**config.mk**
```make
export PLATFORM = sky130hd
export DESIGN_NAME = lfsr_word_packer
export DESIGN_NICKNAME = d
export VERILOG_FILES = /design/src/rtl/lfsr_word_packer.sv
export SDC_FILE = /design/constraint.sdc
export NUM_CORES = 1
export LEC_CHECK = 0
export ABC_AREA = 1
export BUFFER_PORTS_ARGS = -buffer_cell sky130_fd_sc_hd__buf_2
export CAP_MARGIN = 20
export CORE_ASPECT_RATIO = 1.1
export CORE_MARGIN = 2
export CORE_UTILIZATION = 50
export CTS_CLUSTER_DIAMETER = 80
export CTS_CLUSTER_SIZE = 30
export DETAILED_ROUTE_END_ITERATION = 10
export PLACE_DENSITY = 0.68
export SLEW_MARGIN = 20
export SYNTH_ARGS = -nofsm -noshare
export SYNTH_HDL_FRONTEND = slang
export SYNTH_SLANG_ARGS = --single-unit
```
**constraint.sdc**
```tcl
create_clock -name i_clk -period 6.3 [get_ports i_clk]
set_input_delay 0 -clock i_clk [delete_from_list [all_inputs] [get_ports i_clk]]
set_output_delay 0 -clock i_clk [all_outputs]
set_load 0.005 [all_outputs]
```
**src/rtl/lfsr_word_packer.sv**
```systemverilog
// lfsr_word_packer: assembles the serial random-bit stream into words and
// buffers them in a show-ahead FIFO with valid/ready output and drop counting.
module lfsr_word_packer #(
  parameter int WORD_BITS     = 8,
  parameter int FIFO_DEPTH    = 4,
  parameter int DROP_CNT_BITS = 8
) (
  input  logic                          i_clk,
  input  logic                          i_rst,
  input  logic                          i_randomBit,
  input  logic                          i_bitValid,
  output logic [WORD_BITS-1:0]          o_data,
  output logic                          o_valid,
  input  logic                          i_ready,
  output logic [$clog2(FIFO_DEPTH):0]   o_count,
  output logic [DROP_CNT_BITS-1:0]      o_dropCount
);
  localparam int PW = $clog2(FIFO_DEPTH);
  localparam int CW = PW + 1;
  localparam int BW = $clog2(WORD_BITS);
  // only the bits that survive into the next word are stored
  logic [WORD_BITS-2:0]     sr_q, sr_d;
  logic [BW-1:0]            bc_q, bc_d;
  logic [PW-1:0]            rd_q, rd_d, wr_q, wr_d;
  logic [CW-1:0]            cnt_q, cnt_d;
  logic [DROP_CNT_BITS-1:0] drop_q, drop_d;
  logic [WORD_BITS-1:0]     mem_q [FIFO_DEPTH];
  logic [WORD_BITS-1:0]     mem_d [FIFO_DEPTH];
  logic [WORD_BITS-1:0]     word;
  logic                     done, pop, push;
  assign o_data      = mem_q[rd_q];
  assign o_valid     = cnt_q != '0;
  assign o_count     = cnt_q;
  assign o_dropCount = drop_q;
  always_comb begin
    word   = {sr_q, i_randomBit};
    done   = i_bitValid && bc_q == BW'(WORD_BITS - 1);
    pop    = o_valid && i_ready;
    push   = done && (cnt_q != CW'(FIFO_DEPTH) || pop);
    sr_d   = i_bitValid ? word[WORD_BITS-2:0] : sr_q;
    bc_d   = done ? '0 : bc_q + BW'(i_bitValid);
    rd_d   = rd_q + PW'(pop);
    wr_d   = wr_q + PW'(push);
    cnt_d  = cnt_q + CW'(push) - CW'(pop);
    drop_d = drop_q + DROP_CNT_BITS'(done && !push && !(&drop_q));
    mem_d  = mem_q;
    mem_d[wr_q] = push ? word : mem_q[wr_q];
  end
  always_ff @(posedge i_clk) begin
    if (i_rst) begin
      sr_q   <= '0;
      bc_q   <= '0;
      rd_q   <= '0;
      wr_q   <= '0;
      cnt_q  <= '0;
      drop_q <= '0;
      mem_q  <= '{default: '0};
    end else begin
      sr_q   <= sr_d;
      bc_q   <= bc_d;
      rd_q   <= rd_d;
      wr_q   <= wr_d;
      cnt_q  <= cnt_d;
      drop_q <= drop_d;
      mem_q  <= mem_d;
    end
  end
endmodule

```
==> metrics.txt <==
RSZ-0062 raised after global routing=no; Max Slew Vio Count=0; Least-Margin Pin Slew=855.3 ps; syn_nets=482; H-tree Lvls=3; total clock sinks=57; FFs w/ async S/R, synth=0%; Top Family by Delay on Critical Path=adder cells; Final Skew=roughly 7.4 ps; Worst Setup Start Kind=flip-flop; hpwl dp=about 4700 µm; Fmax=between 400 and 500 MHz; vias in the first global route=2658; status=finished clean; Clock Latency Late Sink=330 ps; residual overflow from global routing=0; setup total negative slack=0 ps; leak pwr=0.001773 µW; Synth top cells by count=111 x nand2_1, 111 x nor2_1, 57 x dfxtp_1, 51 x inv_1, 42 x nand3_1; Bufs on Longest Clock Path=2; HP Class=primary input to flip-flop; first-pass GRT wire length=between 10000 and 15000 µm; # diodes=0; first-pass detailed-route iteration total=4; CTS tree=done; Synth cell types=27; gr usage total=22.97%; slowest stage delay, CP=approximately 370 ps; Hold WS=44.78 ps; Top FF cell, synth=dfxtp_1; YS warnings=0; r2r setup slk=~4000 ps; overall routed net length=7018 µm; DR DRC count=0; CTS resizes=0; Die X=~79 µm; Final ANT Viol Nets=0; number of synthesized flops with an enable pin=0; Core Footprint=between 5000 and 6000 µm²; Final nets=501; Initial DRC Count=about 160; WP buf/inv=2; syn_area_per_cell=approximately 6.6 µm²; WL per Instance=roughly 12 µm; hold path start=i_bitValid; Yosys top cell by area=dfxtp_1; hold violation count in the final report=0; Worst R2R End=o_count[2]; root buf cell=clkbuf_8; Tmin final=between 2000 and 2500 ps; antenna violations before repair=0; Final Util=between 50 and 60%; sequential-to-total area share from yosys stat=between 30 and 40%; setup bufs post-CTS=0; via count=roughly 2800; Post-Syn Area=~3000 µm²; Die Span Y=86.31 µm; Setup WS pre-CTS=between 4000 and 5000 ps; hold path cells=3; Reg clk slew, reported paths=approximately 70 ps; initial core utilization=approximately 52%; CP max FO=10; I/O Buffers=24; Filler Cell Count=just over 600; Setup Crit Path Kind=flip-flop to flip-flop; die area=6803 µm²; post-synth top area share=a little under two fifths; crit end category=flip-flop; CP max stage cell=fa_1; layout cells sized above 1=between 10% and 20%; Seq cells post-synth=57; cells on worst reg2reg path=11; CP arrival=2550 ps; pin count of the biggest net entering global routing=45; IO Pins=25; maximum vdd drop=~230 µV; Rows=29; Layout Area Growth over Synthesis=9.712%; period utilization=a little over a third; critical path required time=between 6000 and 7000 ps; cell area power density=262.5 nW/µm²; gp weighted congestion=roughly 0.83; Slew Limit Headroom=between 40% and 50%; WHS Endpoint=sr_q[4]; synth top area cells=dfxtp_1 37%, nand2_1 14%, nor2_1 14%, nand3_1 6.8%, inv_1 6.2%; maxcap violations=0; vias per cell=around 5; Gate Count Post-Synth=~470; Finish-stage setup viols=0; worst-path cell chain=nor2_2 > nand3_4 > nand2_8 > ha_1 > inv_1 > ha_1 > inv_1 > fa_1 > xnor2_1 > o21ai_0 > a21oi_1; final worst slack=about 4000 ps; CTS buffer count=9; Reg-to-Reg Start=o_count[1]
registers in the layout, summed over array words and instances, names as in the netlist:
signal	flops
o_dropCount	8
mem_q	32
bc_q	3
wr_q	2
rd_q	2
o_count	3
sr_q	7
kinds of logic (layout without fill, tap and decap cells):
logic type / after synthesis / count (layout) / synth area share, %
AO/OA/AOI/OAI: 39 / 39 / 6.705
XOR/XNOR: 6 / 6 / 1.707
adder cells (fa/ha/maj): 9 / 9 / 3.901
buffers and inverters: 72 / 96 / 9.670
flip-flops: 57 / 57 / 37.06
AND/OR/NAND/NOR: 285 / 285 / 40.96
area by class of cell:
cell class | instances | area (µm²) | area share [%]
clock buffer | 10 | 127.6 | 3.778
inverter | 55 | 207.7 | 6.148
multi-input combinational | 339 | 1640 | 48.56
clock inverter | 6 | 35.03 | 1.037
sequential | 57 | 1141 | 33.78
timing repair buffer | 25 | 130.1 | 3.852
tap | 77 | 96.34 | 2.852
where the power goes:
part / switching [µW] / total, µW / leakage, µW / internal [µW]
Clock: 147 / 286 / 0.0000818 / 140
Combinational: 110 / 191 / 0.00123 / 80.1
Sequential: 33.1 / 410 / 0.000462 / 377
Total: 290 / 887 / 0.00177 / 596
metrics by stage:
step / cells / total power [µW] / instance area, µm²
5_1_grt: 569 / 946.3 / 3378
4_1_cts: 569 / 897.1 / 3378
3_3_place_gp: 552 / 605.1 / 3206
6_report: 569 / 886.8 / 3378
3_5_place_dp: 552 / 609.0 / 3206
2_1_floorplan: 468 / 534.7 / 3079
repair_timing:
action / 4_1_cts / 5_1_grt
endpoints found under the hold margin: 1 / 0
setup endpoints to repair: 0 / 0
hold buffers: 1 / 0
how the worst max path moves through the flow:
stage          startpoint  depth (start not counted)    endpoint
2_1_floorplan  o_count[1]                         11  o_count[2]
3_3_place_gp   o_count[1]                         11  o_count[2]
3_5_place_dp   o_count[1]                         11  o_count[2]
4_1_cts        o_count[1]                         11  o_count[2]
5_1_grt           wr_q[0]                          6   mem_q[19]
6_report       o_count[1]                         11  o_count[2]
layer usage:
metal | global-route usage (%) | share of wire, % | vias to the layer above | wire [µm]
li1 | - | - | 1497 | -
met1 | 28.22 | 45 | 1271 | 3171
met2 | 40.02 | 49 | 62 | 3424
met3 | 3.229 | 3.6 | 15 | 254
met4 | 10.34 | 2.4 | 0 | 168
met5 | 0 | 0 | - | 0
worst register-to-register path: stages (launching register included):
cell     delay [ps]
dfxtp_1         360
nor2_2          200
nand3_4         180
nand2_8         220
ha_1            260
inv_1            50
ha_1            120
inv_1            50
fa_1            370
xnor2_1         180
o21ai_0         100
a21oi_1         120
placed cells by master (no fill, tap or decap), types with 9 or more instances in the layout:
master / instances
nor2_1: 111
nand2_1: 111
dfxtp_1: 57
inv_1: 51
nand3_1: 42
o21ai_0: 26
buf_2: 24
clkbuf_8: 9
(Power assumes the default switching activity.)
